### src/rtl/jtkiwi_gfx_arb.sv
// Shares one SDRAM read slot between the scroll and object graphics fetchers.
// Each requester keeps a one-entry hit buffer so ok follows its current address.
module jtkiwi_gfx_arb #(
  parameter int unsigned AW         = 18,
  parameter int unsigned DW         = 32,
  parameter int unsigned FIXED_PRIO = 0
) (
  input  logic          clk,
  input  logic          rst_n,
  input  logic          scr_cs,
  input  logic [AW-1:0] scr_addr,
  output logic [DW-1:0] scr_data,
  output logic          scr_ok,
  input  logic          obj_cs,
  input  logic [AW-1:0] obj_addr,
  output logic [DW-1:0] obj_data,
  output logic          obj_ok,
  output logic          mem_cs,
  output logic [AW-1:0] mem_addr,
  input  logic [DW-1:0] mem_data,
  input  logic          mem_ok
);

  typedef enum logic [1:0] {IDLE, WAIT, GAP} state_t;

  state_t        state;
  logic          owner;       // 1 = obj, 0 = scr
  logic          last_grant;  // 1 = obj, 0 = scr
  logic          scr_valid, obj_valid;
  logic [AW-1:0] scr_tag, obj_tag;

  logic scr_hit, obj_hit, scr_req, obj_req, grant_obj, owner_match;

  // Hit detection and request generation from the current addresses
  always_comb begin
    scr_hit = scr_valid & (scr_tag == scr_addr);
    obj_hit = obj_valid & (obj_tag == obj_addr);
    scr_req = scr_cs & ~scr_hit;
    obj_req = obj_cs & ~obj_hit;
  end

  assign scr_ok = scr_cs & scr_hit;
  assign obj_ok = obj_cs & obj_hit;

  // Tie break: round-robin against the last grant, or obj when priority is fixed
  always_comb begin
    grant_obj = 1'b0;
    if (obj_req && !scr_req) begin
      grant_obj = 1'b1;
    end else if (obj_req && scr_req) begin
      grant_obj = (FIXED_PRIO != 0) ? 1'b1 : ~last_grant;
    end
  end

  // Returned data is only kept if the owner still wants that exact word
  always_comb begin
    owner_match = owner ? (obj_cs & (obj_addr == mem_addr))
                        : (scr_cs & (scr_addr == mem_addr));
  end

  always_ff @(posedge clk or negedge rst_n) begin
    if (!rst_n) begin
      state      <= IDLE;
      owner      <= 1'b0;
      last_grant <= 1'b1;
      mem_cs     <= 1'b0;
      mem_addr   <= '0;
      scr_valid  <= 1'b0;
      obj_valid  <= 1'b0;
      scr_tag    <= '0;
      obj_tag    <= '0;
      scr_data   <= '0;
      obj_data   <= '0;
    end else begin
      case (state)
        IDLE: begin
          if (scr_req || obj_req) begin
            owner      <= grant_obj;
            last_grant <= grant_obj;
            mem_addr   <= grant_obj ? obj_addr : scr_addr;
            mem_cs     <= 1'b1;
            state      <= WAIT;
          end
        end
        WAIT: begin
          if (mem_ok) begin
            mem_cs <= 1'b0;
            state  <= GAP;
            if (owner_match) begin
              if (owner) begin
                obj_valid <= 1'b1;
                obj_tag   <= mem_addr;
                obj_data  <= mem_data;
              end else begin
                scr_valid <= 1'b1;
                scr_tag   <= mem_addr;
                scr_data  <= mem_data;
              end
            end
          end
        end
        GAP:     state <= IDLE;
        default: state <= IDLE;
      endcase
    end
  end

endmodule

### config.mk
export PLATFORM = sky130hd
export DESIGN_NAME = jtkiwi_gfx_arb
export DESIGN_NICKNAME = d
export VERILOG_FILES = /design/src/rtl/jtkiwi_gfx_arb.sv
export SDC_FILE = /design/constraint.sdc
export NUM_CORES = 1
export LEC_CHECK = 0
export ABC_AREA = 1
export CORE_MARGIN = 5
export CORE_UTILIZATION = 30
export DETAILED_ROUTE_END_ITERATION = 7
export PLACE_DENSITY = 0.52
export SLEW_MARGIN = 30
export SYNTH_ARGS = -nofsm -noshare
export SYNTH_HDL_FRONTEND = slang
export SYNTH_SLANG_ARGS = --single-unit
### constraint.sdc
create_clock -name clk -period 1.37 [get_ports clk]
set_input_delay 0.274 -clock clk [delete_from_list [all_inputs] [get_ports clk]]
set_output_delay 0.274 -clock clk [all_outputs]
set_load 0.01 [all_outputs]
==> results of run 1 <==
## what timing repair did
item | CTS | global route
gates cloned | 31 | 0
pin swaps | 110 | 96
setup endpoints to repair | 209 | 187
buffers inserted | 61 | 50
gates resized for setup | 543 | 263
hold buffers | 1 | 0
hold endpoints to repair | 124 | 0
## power groups by stage
stage / combinational, mW / clock (mW) / sequential (mW)
after floorplan: 1.72 / 0 / 4.66
after global placement: 5.29 / 0 / 4.50
after detailed placement: 5.29 / 0 / 4.51
after CTS: 7.48 / 4.74 / 4.49
after global routing: 8.57 / 4.91 / 4.54
final: 8.16 / 4.67 / 4.53
## metal layers
layer	vias up	share of wire, %	global-route usage, %
met3	65	7.3	5.90
met5	-	0	0
li1	3687	-	-
met2	277	48	38.9
met1	3801	42	32.2
met4	0	2.8	6.09
## layout make-up
| class | count | area (sq um) |
|---|---|---|
| inverters | 132 | 536 |
| clock buffers | 17 | 425 |
| well taps | 280 | 350 |
| flip-flops and latches | 125 | 3150 |
| fillers | 1893 | 8520 |
| clock inverters | 15 | 170 |
| repair buffers | 446 | 4410 |
| multi-input cells | 595 | 4130 |
## Yosys cell counts (all sizes together)
master | number | area (sq um)
or2 | 1 | 6.26
nand4 | 13 | 81.3
xor2 | 2 | 17.5
o2111a | 1 | 11.3
clkbuf | 6 | 22.5
a211oi | 1 | 7.51
nand3 | 93 | 533
a21oi | 6 | 41.3
nand3b | 3 | 22.5
o31ai | 1 | 7.51
buf | 27 | 173
o21ai | 53 | 265
nor3b | 1 | 7.51
nor2 | 46 | 175
nor3 | 5 | 25.0
o22ai | 24 | 150
dfstp | 1 | 26.3
nor4 | 1 | 6.26
o211ai | 1 | 7.51
xnor2 | 7 | 61.3
nand2 | 328 | 1280
inv | 132 | 498
o2111ai | 5 | 43.8
dfrtp | 124 | 3100
## per-stage QoR
step           area, sq um  power, mW  hold slack, ns  cells
2_1_floorplan         6720       6.38         -0.0216    882
3_3_place_gp          9850       9.79           0.292   1464
3_5_place_dp          9850       9.79           0.295   1464
4_1_cts              12800       16.7           0.402   1587
5_1_grt              13200       18.0           0.394   1610
6_report             13200       17.4           0.359   1610
## critical path, cell delays in order, from the launching register on
cell     delay, ns
dfrtp_1       0.41
xnor2_1       0.24
nor3b_1       0.29
nand4_1       0.20
nor2_2        0.11
buf_2         0.13
## state kept, by name, indices dropped and copies added, names as in the netlist
register	flops
scr_valid	1
last_grant	1
scr_data	32
obj_data	32
owner	1
obj_valid	1
state	2
mem_addr	18
obj_tag	18
mem_cs	1
scr_tag	18
## cells by family after synthesis
group | share of synthesized area, %
buffers and inverters | 10.6
AO/OA/AOI/OAI | 8.13
AND/OR/NAND/NOR | 32.5
flip-flops | 47.6
XOR/XNOR | 1.20
## path summary, 6_finish.rpt
check / slack, ns / startpoint / end
worst max-delay path: -0.70 / obj_tag[8] / obj_ok
worst min-delay path: 0.36 / rst_n / scr_tag[14]
worst max register to register: -0.59 / mem_addr[15] / obj_data[4]
worst min register to register: 0.48 / obj_data[8] / obj_data[8]
max in group asynchronous: 0.61 / rst_n / last_grant
min in group clk: 0.38 / scr_addr[12] / mem_addr[12]
==> metrics.txt, run 1 <==
status finished with violations; violated checks setup timing; die area 0.0250 sq mm; Antenna Cells 0; chip width 158 um; WP data required 1.10 ns; TritonCTS Sinks 125; sw frac 37.0%; Tcrit/Tclk final 151%; Final Setup Violations 143; Synth warnings 0; Max VDD drop 0.811 mV; drt pass-1 iters 5; syn nets 955; Max Fanout on Critical Path 2; via count 7830; RSZ-0062 raised after global routing true; Max Root-Sink Buffers 2; DR vias/cell 4.86; final design utilization 60.7%; number of buffers added on ports 157; Post-Synthesis Cell Area 0.00657 sq mm; CTS buffer count 17; post-placement setup slack -1.08 ns; fin nets 1390; Core Area 0.0217 sq mm; most common cell after layout, fill and taps aside buf_4; P_int 10.9 mW; Slew Limit Fails 0; Final Hold Violating Endpoints 0; global-route wire length before repair 45200 um; Flop pwr share 26.1%; row cnt 54; Worst setup SP type register; Unique masters post-synth 36; Post-Synthesis Cells 882; Worst Hold Class in2async; pin slew with the least headroom to its limit 0.407 ns; Initial Util 30.3%; clk_lat worst skew 0.43 ns; largest net degree at the start of global routing 69; Comb power frac 47.0%; share of layout cells above drive strength 1 57.7%; vias in the first global route 7903; worst rel slew slack 72.9%; drt drc 0; Max H-tree Level 4; commonest cells after routing, fill and taps aside buf_4 (176), nand2_1 (159), nand2_2 (121), dfrtp_1 (111), inv_1 (97); clock slew at reported path FFs 0.07 ns; skew final 0.00975 ns; Area Overhead vs Synth 100%; R2R depth 10; initial antenna violation count 0; final HPWL from detailed placement 18600 um; Final ANT Viol Nets 0; CTS tree done; Leak 6.57 nW; Worst EP arrival 1.79 ns; GRT Total Usage 24.0%; Final Wtd Congestion 0.903; DR iter-0 viols 461; total wire length 29900 um; Setup WS post-layout -0.699 ns; sequential fraction of the synthesis area 47.6%; io pins 158; Clk pwr share 26.9%; Pwr Density 1320 mW/mm^2; switching pwr 6.42 mW; Yosys reg bits 125; MaxCap Viol Count 0; critical path type reg2out; clk root buf clkbuf_16; wire per inst 18.6 um; fmax 483 MHz; global route overflow 0; Avg Cell Area, Syn 7.45 sq um; Setup TNS -66.17 ns; die height 158 um; crit path capture type primary output; minimum clock period 2.07 ns
Power figures use the tool's default switching activity.
==> run 2: changes to the inputs <==
--- a/config.mk
+++ b/config.mk
@@ -7,9 +7,10 @@
 export LEC_CHECK = 0
 export ABC_AREA = 1
 export CORE_MARGIN = 5
-export CORE_UTILIZATION = 30
+export CORE_UTILIZATION = 40
 export DETAILED_ROUTE_END_ITERATION = 7
-export PLACE_DENSITY = 0.52
+export PLACE_DENSITY = 0.66
+export RECOVER_POWER = 25
 export SLEW_MARGIN = 30
 export SYNTH_ARGS = -nofsm -noshare
 export SYNTH_HDL_FRONTEND = slang
==> metrics.txt, run 2 (synthesis gave the netlist of run 1 again) <==
status finished with violations (unchanged); violated checks setup timing (unchanged); CP max stage cell clkdlybuf4s50_1 (was dfrtp_1); DR top layer met4 (unchanged); Setup TNS -70.94 ns (was -66.17 ns); Tcrit/Tclk final 149% (was 151%); Post-DP Area 0.00984 sq mm (was 0.00985 sq mm); switching pwr 5.67 mW (was 6.42 mW); total power 16.1 mW (was 17.4 mW); Worst path depth 8 (was 5); Largest stage delay, worst path 0.59 ns (was 0.41 ns); DRT met1 WL 11100 um (was 12600 um); Worst EP arrival 1.77 ns (was 1.79 ns); fin nets 1349 (was 1390); WP data required 1.10 ns (about the same); biggest regs obj_data: 32 flops, scr_data: 32 flops (unchanged); chip width 138 um (was 158 um); Final Hold Violating Endpoints 0 (unchanged); CP Capture Point obj_ok (unchanged); GRT Total Usage 26.2% (was 24.0%); final HPWL from detailed placement 17500 um (was 18600 um); R2R Path Start mem_addr[15] (unchanged); drt drc 0 (unchanged); Worst setup SP type input port (was register); TritonCTS Sinks 125 (unchanged); Leak 7.28 nW (was 6.57 nW); via count 7787 (was 7830); Max H-tree Level 4 (unchanged); Slew Limit Fails 0 (unchanged); pin slew with the least headroom to its limit 0.903 ns (was 0.407 ns); Worst R2R End obj_data[30] (was obj_data[4]); Initial Util 41.1% (was 30.3%); final std cells w/o fill 1505 (was 1610); Worst Hold Class in2reg (was in2async); filler instances 1051 (was 1893); die area 0.0191 sq mm (was 0.0250 sq mm); CTS tree done (unchanged); Max VDD drop 1.15 mV (was 0.811 mV); post-placement setup slack -1.18 ns (was -1.08 ns); Area Overhead vs Synth 90.0% (was 100%); CTS buffer count 17 (unchanged); Pwr Density 1290 mW/mm^2 (was 1320 mW/mm^2); Comb power frac 42.9% (was 47.0%); global route overflow 0 (unchanged); drt pass-1 iters 5 (unchanged); Max Root-Sink Buffers 2 (unchanged); DR iter-0 viols 744 (was 461); critical path's top delay family buffers and inverters (was simple AND/OR/NAND/NOR gates); clk root buf clkbuf_16 (unchanged); fmax 489 MHz (was 483 MHz); global-route wire length before repair 39900 um (was 45200 um); Setup WS post-layout -0.674 ns (was -0.699 ns); Worst R2R Setup Slack -0.64 ns (was -0.59 ns); Flop pwr share 28.0% (was 26.1%); most common cell after layout, fill and taps aside nand2_1 (was buf_4); R2R depth 11 (was 10); cell chain of the critical path clkdlybuf4s50_1, inv_1, nand2_1, o2111ai_1, nor3_1, nand4_1, nor2_2, buf_2 (was xnor2_1, nor3b_1, nand4_1, nor2_2, buf_2); DR vias/cell 5.17 (was 4.86); clk_lat worst skew 0.42 ns (was 0.43 ns); row cnt 46 (was 54); minimum clock period 2.04 ns (was 2.07 ns); worst hold slack 0.418 ns (was 0.359 ns); io pins 158 (unchanged); critical path type in2out (was reg2out); sw frac 35.1% (was 37.0%); crit path capture type primary output (unchanged); Critical Path Start obj_addr[15] (was obj_tag[8]); RSZ-0062 raised after global routing true (unchanged); MaxCap Viol Count 0 (unchanged); Core Area 0.0160 sq mm (was 0.0217 sq mm); Final Wtd Congestion 0.943 (was 0.903); largest net degree at the start of global routing 56 (was 69); total wire length 28400 um (was 29900 um); skew final 0.00859 ns (was 0.00975 ns); P_int 10.5 mW (was 10.9 mW); Max Fanout on Critical Path 3 (was 2); final design utilization 78.0% (was 60.7%); Final Setup Violations 179 (was 143); die height 138 um (was 158 um); number of buffers added on ports 157 (unchanged); met3 WL 2420 um (was 2170 um); share of layout cells above drive strength 1 42.0% (was 57.7%); wire per inst 18.9 um (was 18.6 um); Clk pwr share 29.1% (was 26.9%); Final ANT Viol Nets 0 (unchanged); Antenna Cells 0 (unchanged); initial antenna violation count 0 (unchanged); worst rel slew slack 39.8% (was 72.9%); clock slew at reported path FFs 0.06 ns (was 0.07 ns); Inst Count DP 1408 (was 1464); met2 wire len 14100 um (was 14300 um); commonest cells after routing, fill and taps aside nand2_1 (207), buf_4 (156), dfrtp_1 (114), inv_1 (96), nand2_2 (90) (was buf_4 (176), nand2_1 (159), nand2_2 (121), dfrtp_1 (111), inv_1 (97)); Non-Filler Cell Area, Final 0.0125 sq mm (was 0.0132 sq mm); Buffers & Inverters on Critical Path 3 (was 1); vias in the first global route 7448 (was 7903)
[run 2: changes by cell type in the layout (fill, tap and decap cells not counted), sizes merged, moves of 2 or more]
cell / change
clkinv: -3
clkdlybuf4s15: -12
clkbuf: -39
clkdlybuf4s50: +7
dlymetal6s2s: +60
buf: -52
nand2: -3
dlygate4sd2: -2
[run 2: worst min-delay path by stage]
| stage | startpoint | to | slack, ns | depth (start not counted) |
|---|---|---|---|---|
| floorplan | rst_n | mem_addr[0] | -0.02 | 0 |
| global placement | rst_n | scr_tag[9] | 0.15 | 1 |
| detailed placement | rst_n | scr_tag[9] | 0.15 | 1 |
| CTS | rst_n | scr_tag[2] | 0.24 | 2 |
| global route | scr_addr[12] | mem_addr[12] | 0.43 | 6 |
| finish | scr_addr[12] | mem_addr[12] | 0.42 | 6 |
[run 2: layout make-up]
class	count	area (sq um)	share of cell area (%)
multi-input cells	592	3500	28.1
clock buffers	17	425	3.41
repair buffers	408	4460	35.7
inverters	132	508	4.07
well taps	216	270	2.17
flip-flops and latches	125	3140	25.2
clock inverters	15	175	1.40
[run 2: power by group through the flow]
stage          sequential, mW  clock (mW)  combinational [mW]
3_3_place_gp             4.51           0                5.16
3_5_place_dp             4.51           0                5.19
6_report                 4.52        4.70                6.92
5_1_grt                  4.53        4.90                7.28
4_1_cts                  4.48        4.73                6.14
2_1_floorplan            4.66           0                1.72
[run 2: metal layers]
metal	vias up	track usage, %
met4	0	8.68
met2	422	43.2
met3	68	7.69
li1	3590	-
met1	3707	33.2
met5	-	0
[run 2: what timing repair did]
| action | CTS | global route |
|---|---|---|
| resized for setup | 187 | 281 |
| gates cloned | 12 | 10 |
| setup endpoints to repair | 209 | 209 |
| endpoints found under the hold margin | 31 | 0 |
| pin swaps | 39 | 59 |
| hold buffers | 1 | 0 |
| buffers inserted | 26 | 29 |
[run 2: worst min-delay path, cell delays in order]
cell and delay [ns]:
dlymetal6s2s_1 0.16, inv_2 0.06, buf_4 0.12, nand2_2 0.05
nand3_2 0.06, nand2_1 0.06
